<file path="config.mk">
export PLATFORM = sky130hd
export DESIGN_NAME = spmv_row_mac
export DESIGN_NICKNAME = d
export VERILOG_FILES = /design/src/rtl/spmv_row_mac.sv
export SDC_FILE = /design/constraint.sdc
export NUM_CORES = 2
export LEC_CHECK = 0
export CAP_MARGIN = 20
export CORE_MARGIN = 8
export CORE_UTILIZATION = 65
export DETAILED_ROUTE_END_ITERATION = 16
export GPL_TIMING_DRIVEN = 0
export PLACE_DENSITY = 0.9
export SYNTH_ARGS = -nofsm -noshare
export SYNTH_HDL_FRONTEND = slang
export SYNTH_SLANG_ARGS = --single-unit
</file>
<file path="constraint.sdc">
create_clock -name clk -period 13.93 [get_ports clk]
set_input_delay 4.179 -clock clk [delete_from_list [all_inputs] [get_ports clk]]
set_output_delay 4.179 -clock clk [all_outputs]
set_load 0.005 [all_outputs]
</file>
<file path="src/rtl/spmv_row_mac.sv">
// -----------------------------------------------------------------------------
// spmv_row_mac -- one row-reduction channel of a sparse matrix-vector multiply.
//
// A stream of non-zero matrix elements (CSR order, one row after another) is
// multiplied by the matching dense-vector entry and summed per row. Each row
// result is handed off on a valid/ready output port with its row index.
//
// Pipeline:
//   accept edge : the element is multiplied by the vector value and the
//                 product lands in E1 (together with its row_end flag).
//   E2 edge     : the E1 product is added to the running accumulator. On a
//                 row_end the final sum is loaded into the output register
//                 and the accumulator clears in the same edge.
//
// Configuration:
//   SPMV_MAC_SAT_EN  defined     : accumulation saturates to the signed ACC_W
//                                  range; a per-row sticky flag is presented
//                                  on out_ovf alongside that row's result.
//                    not defined : accumulation wraps modulo 2^ACC_W and
//                                  out_ovf is tied to 0.
//
// Ports:
//   clk, rst_n        clock; synchronous active-low reset
//   spmv_init         synchronous job clear (highest priority after reset)
//   prefetch_done     dense vector fully loaded; starts a job from IDLE
//   num_rows          rows to process, sampled in IDLE
//   in_val / in_rdy   element stream handshake
//   in_col_idx        column of the element
//   in_mat_val        matrix value (signed)
//   in_row_end        element is the last of its row
//   in_row_empty      beat carries no element (contributes 0)
//   col_idx_out       vector-file lookup index (= in_col_idx)
//   col_val_in        vector-file value for col_idx_out, same cycle
//   out_val / out_rdy result handshake
//   out_row_idx       index of the presented row result
//   out_sum           row result (signed, ACC_W bits)
//   out_ovf           row overflowed (saturating build only)
//   done              all num_rows results handed off
// -----------------------------------------------------------------------------
module spmv_row_mac #(
   parameter int VEC_W = 32,
   parameter int ACC_W = 64
) (
   input  logic             clk,
   input  logic             rst_n,
   input  logic             spmv_init,
   input  logic             prefetch_done,
   input  logic [15:0]      num_rows,
   input  logic             in_val,
   output logic             in_rdy,
   input  logic [15:0]      in_col_idx,
   input  logic [VEC_W-1:0] in_mat_val,
   input  logic             in_row_end,
   input  logic             in_row_empty,
   output logic [15:0]      col_idx_out,
   input  logic [VEC_W-1:0] col_val_in,
   output logic             out_val,
   input  logic             out_rdy,
   output logic [15:0]      out_row_idx,
   output logic [ACC_W-1:0] out_sum,
   output logic             out_ovf,
   output logic             done
);

   typedef enum logic [1:0] {
      S_IDLE = 2'd0,
      S_RUN  = 2'd1,
      S_DONE = 2'd2
   } state_t;

   state_t                  state;
   logic [15:0]             rows_q;

   // E1 stage: registered product and its row_end marker
   logic                    e1_vld;
   logic                    e1_end;
   logic signed [ACC_W-1:0] e1_prod;

   // E2 stage: running row accumulator
   logic signed [ACC_W-1:0] acc;
   logic signed [ACC_W-1:0] acc_next;

   logic signed [2*VEC_W-1:0] prod_full;
   logic signed [ACC_W-1:0]   prod_ext;

   logic stall;
   logic accept;
   logic out_hs;
   logic e2_fire;
   logic e2_load;
   logic last_row_hs;

   // The vector file is looked up with the incoming column directly so its
   // value arrives in the same cycle as the element it multiplies.
   assign col_idx_out = in_col_idx;

   // Full-precision signed product, then sign-extended to accumulator width.
   assign prod_full = (2*VEC_W)'($signed(in_mat_val)) * (2*VEC_W)'($signed(col_val_in));
   assign prod_ext  = ACC_W'(prod_full);

   // A row_end waiting in E1 can only be retired into the output register if
   // the register is empty or is being drained in this very cycle.
   assign stall       = e1_vld & e1_end & out_val & ~out_rdy;
   assign in_rdy      = (state == S_RUN) & ~stall;
   assign accept      = in_val & in_rdy;
   assign out_hs      = out_val & out_rdy;
   assign e2_fire     = e1_vld & ~stall;
   assign e2_load     = e2_fire & e1_end;
   assign last_row_hs = out_hs & (out_row_idx == rows_q - 16'd1);

`ifdef SPMV_MAC_SAT_EN
   localparam logic signed [ACC_W-1:0] ACC_MAX = {1'b0, {(ACC_W-1){1'b1}}};
   localparam logic signed [ACC_W-1:0] ACC_MIN = {1'b1, {(ACC_W-1){1'b0}}};

   logic signed [ACC_W:0] sum_wide;
   logic                  add_ovf;
   logic                  acc_ovf;   // sticky overflow of the row in progress
   logic                  ovf_q;     // overflow flag of the presented result

   // One guard bit: the two top bits disagree exactly when the signed add
   // left the ACC_W range, and the guard bit gives the direction.
   // NOTE: every signal written here gets a value on every path, so no latch is inferred.
   always_comb begin
      sum_wide = (ACC_W+1)'(acc) + (ACC_W+1)'(e1_prod);
      add_ovf  = sum_wide[ACC_W] ^ sum_wide[ACC_W-1];
      acc_next = sum_wide[ACC_W-1:0];
      if (add_ovf) begin
         acc_next = sum_wide[ACC_W] ? ACC_MIN : ACC_MAX;
      end
   end

   assign out_ovf = ovf_q;
`else
   // Plain two's-complement wrap.
   assign acc_next = acc + e1_prod;
   assign out_ovf  = 1'b0;
`endif

   // NOTE: all state below uses non-blocking assignments; rst_n is sampled on the clock edge.
   always_ff @(posedge clk) begin
      if (!rst_n) begin
         state       <= S_IDLE;
         rows_q      <= '0;
         done        <= 1'b0;
         e1_vld      <= 1'b0;
         e1_end      <= 1'b0;
         e1_prod     <= '0;
         acc         <= '0;
         out_val     <= 1'b0;
         out_row_idx <= '0;
         out_sum     <= '0;
`ifdef SPMV_MAC_SAT_EN
         acc_ovf     <= 1'b0;
         ovf_q       <= 1'b0;
`endif
      end else if (spmv_init) begin
         // Job clear: drop any partial row and any result still on offer.
         state       <= S_IDLE;
         done        <= 1'b0;
         e1_vld      <= 1'b0;
         e1_end      <= 1'b0;
         e1_prod     <= '0;
         acc         <= '0;
         out_val     <= 1'b0;
         out_row_idx <= '0;
`ifdef SPMV_MAC_SAT_EN
         acc_ovf     <= 1'b0;
         ovf_q       <= 1'b0;
`endif
      end else begin
         // ---------------- control FSM ----------------
         case (state)
            S_IDLE: begin
               if (prefetch_done) begin
                  rows_q <= num_rows;
                  if (num_rows == 16'd0) begin
                     state <= S_DONE;
                     done  <= 1'b1;
                  end else begin
                     state <= S_RUN;
                  end
               end
            end
            S_RUN: begin
               if (last_row_hs) begin
                  state <= S_DONE;
                  done  <= 1'b1;
               end
            end
            S_DONE: begin
               // Held until spmv_init or reset.
            end
            default: begin
               state <= S_IDLE;
               done  <= 1'b0;
            end
         endcase

         // ---------------- E1: product register ----------------
         // Held unchanged while stalled so the pending row_end is not lost.
         if (!stall) begin
            e1_vld  <= accept;
            e1_end  <= accept & in_row_end;
            e1_prod <= (accept && !in_row_empty) ? prod_ext : '0;
         end

         // ---------------- E2: accumulate / retire ----------------
         if (e2_fire) begin
            if (e1_end) begin
               out_sum <= acc_next;
               acc     <= '0;
            end else begin
               acc     <= acc_next;
            end
         end

`ifdef SPMV_MAC_SAT_EN
         if (e2_fire) begin
            if (e1_end) begin
               ovf_q   <= acc_ovf | add_ovf;
               acc_ovf <= 1'b0;
            end else begin
               acc_ovf <= acc_ovf | add_ovf;
            end
         end
`endif

         // ---------------- output handshake ----------------
         // A load in the same cycle as a handshake replaces the drained
         // result, so out_val stays high for the next row.
         if (e2_load) begin
            out_val <= 1'b1;
         end else if (out_hs) begin
            out_val <= 1'b0;
         end

         if (out_hs) begin
            out_row_idx <= out_row_idx + 16'd1;
         end
      end
   end

endmodule

</file>
==> summary.md <==
| Metric | Value |
|---|---|
| Max_cap viols | `0` |
| Max frequency | `72.1 MHz` |
| # rows | `100` |
| DR pass1 iterations | `8` |
| HP Start | `out_sum[27]$_SDFFE_PN0P_` |
| Bufs on Longest Clock Path | `3` |
| Layout area overhead | `8.14%` |
| Largest stage delay, worst path | `0.91 ns` |
| Synth Flop Type | `dfxtp_1` |
| Mean Syn Cell Area | `9.05 µm²` |
| Kind of end point of the critical path | `flop` |
| WP data arrival | `14.26 ns` |
| Htree depth | `1` |
| Count of input and output buffers | `186` |
| Fin Clk Skew | `0.0125 ns` |
| Final ANT Viol Nets | `0` |
| Final Hold Fails | `0` |
| Clock period minus worst slack | `13.87 ns` |
| Critical Path Start | `col_val_in[10]` |
| NumNets Final | `7021` |
| Storage cell area | `4600 µm²` |
| Syn. warnings | `0` |
| Starting Density | `65.4%` |
| Worst flop-to-flop path startpoint | `e1_prod[0]$_SDFFE_PP0N_` |
| Share of layout cells above drive strength 1 | `2.20%` |
| Leading area contributor after synthesis | `fa_1` |
| Cells after synthesis | `5366` |
| Clock sink count | `230` |
| Min-Delay Path Class | `reg -> reg` |
| Number of global-route vias before repair | `43300` |
| Synth cell types | `90` |
| Count leader, synth | `fa_1` |
| First-pass GRT wire length | `258000 µm` |
| Remaining Overflow, GRT | `0` |
| Slew Viols, Final | `0` |
| Clock Pin Slew Worst Setup and Hold Paths | `0.07 ns` |
| Dominant cells by area after synthesis | `fa_1 (45%), dfxtp_1 (9.5%), inv_1 (7.5%)` |
| Finish-stage setup viols | `0` |
| Final worst-path cycle share | `99.5%` |
| Root buf cell | `clkbuf_16` |
| Post-CTS Setup Inserts | `0` |
| Post-synthesis sequential area ratio | `9.48%` |
| # IOs | `204` |
| Chip Height | `289 µm` |
| Die area | `83700 µm²` |
| Relative slew margins | `17.3%` |
| Initial drt markers | `4472` |
| Filler Cell Count | `5658` |
| CTS Buf Count | `20` |
| Worst setup path category | `in -> reg` |
| DRC | `0` |
| Worst-skew pair later-pin latency | `0.52 ns` |
| Place WS | `-0.903 ns` |
| Die W | `289 µm` |
| Critical Path RT | `14.32 ns` |
| Seq cells post-synth | `230` |
| Yosys top cell area share | `44.7%` |
| Multi-input logic area | `39000 µm²` |
| RSZ-0062 raised after global routing | `false` |
| Post-CTS Hold Fix Bufs | `0` |
| Most common library cells after synthesis | `fa_1 (1083), inv_1 (970), nand2_1 (741), and2_1 (521), clkbuf_1 (277)` |
| Ys async rst share | `0%` |
| Tot GR Track Use | `41.7%` |
| EDFF count, synth | `0` |
| Vias per cell | `6.20` |
| Max FO, Critical Path | `10` |
| Total Wirelength | `171000 µm` |
| Core area | `74200 µm²` |
| Vias post-DR | `40800` |
| Critical path's slowest cell | `clkbuf_1` |
| Final worst slack | `0.0637 ns` |
| CTS tree | `yes` |
| Dpl hpwl | `140000 µm` |
| Syn_nets | `6802` |
| Post-Syn Area | `48600 µm²` |
| Crit path top cell by count | `fa_1` |
| Final core occ | `70.8%` |
| Worst setup SP type | `input pin` |
| Initial antenna violation count | `22` |
| Drt wl/cell | `25.9 µm` |
| Status | `completed` |
| Slew @ Worst Pin | `1.24 ns` |
| Largest net degree at the start of global routing | `19` |
| Global placement routability congestion | `1.10` |
==> stage by stage <==
step                      std cells  setup TNS [ns]  hold slack, ns  area, µm²
after CTS                      6563               0           0.458      52400
after detailed placement       6527           -2.27           0.448      51700
after global placement         6521           -1.82           0.441      51600
after floorplan                5366               0           0.429      48600
after global routing           6568               0           0.476      52500
final                          6587               0           0.457      52500
==> final cells by class <==
class                           instances  share of cell area (%)
Antenna cell                           19                  0.0906
Inverter                              972                    6.95
Clock inverter                         13                   0.212
Sequential cell                       230                    8.77
Timing Repair Buffer                  197                    3.84
Multi-Input combinational cell       3850                    74.2
Tap cell                              969                    2.31
Buffer                                314                    2.58
Clock buffer                           23                    1.03
==> per-layer routing <==
metal  GRT usage [%]  vias to the layer above  share of wire [%]
met4            28.6                       10                8.7
li1                -                    16800                  -
met3            13.3                      829                 13
met2            61.9                     2975                 43
met5               0                        -              0.053
met1            52.0                    20200                 35
==> cells by family (layout without fill, tap and decap cells) <==
group	Yosys count	in the layout	synth area share (%)
xor gates and xnor gates	163	163	2.94
AOI/OAI and AO/OA	658	658	9.21
DFF	230	230	9.48
muxes	6	6	0.126
other	1	20	0.00772
buffers and inverters	1286	1519	10.3
and+or+nand+nor	1690	1690	16.9
adders and majority gates	1332	1332	51.1
==> path summary, 6_finish.rpt <==
check	to	slack, ns	cells after the start
hold / removal	out_sum[27]$_SDFFE_PN0P_	0.46	2
hold reg to reg	out_sum[27]$_SDFFE_PN0P_	0.46	2
setup reg to reg	out_sum[56]$_SDFFE_PN0P_	9.90	11
setup / recovery	e1_prod[63]$_SDFFE_PP0N_	0.06	27
==> flip-flops by register name, indices dropped and copies added (netlist names) <==
register / flops
out_row_idx: 16
e1_prod: 64
rows_q: 16
out_sum: 64
state: 2
e1_end: 1
e1_vld: 1
out_val: 1
done: 1
acc: 64
==> critical path, delay by kind of cell <==
kind            cells  cell delay (ns)
fa+ha+maj           9             4.64
buf+inv             8             2.77
simple gates        6             1.52
compound gates      3             0.89
mux                 1             0.26
==> placed cells by master (no fill, tap or decap), types with 44 or more instances in the layout <==
| cell | n |
|---|---|
| inv_1 | 970 |
| o21ai_0 | 111 |
| a21oi_1 | 142 |
| a21boi_0 | 65 |
| xor2_1 | 65 |
| fa_1 | 1081 |
| clkbuf_1 | 272 |
| and2_1 | 521 |
| xnor2_1 | 98 |
| nor2_1 | 211 |
| a21o_1 | 76 |
| nand2_1 | 741 |
| clkdlybuf4s50_1 | 186 |
| ha_1 | 249 |
| nand3_1 | 44 |
| a22oi_1 | 75 |
| dfxtp_1 | 230 |
==> repair_timing <==
item                       in CTS  in global routing
hold endpoints to repair        0                  0
setup endpoints to repair       3                  3
gates cloned                    0                  0
resized for setup               4                  9
Power is not shown: default switching activity piles up to over one toggle a cycle in this logic, so the estimate is an artifact.
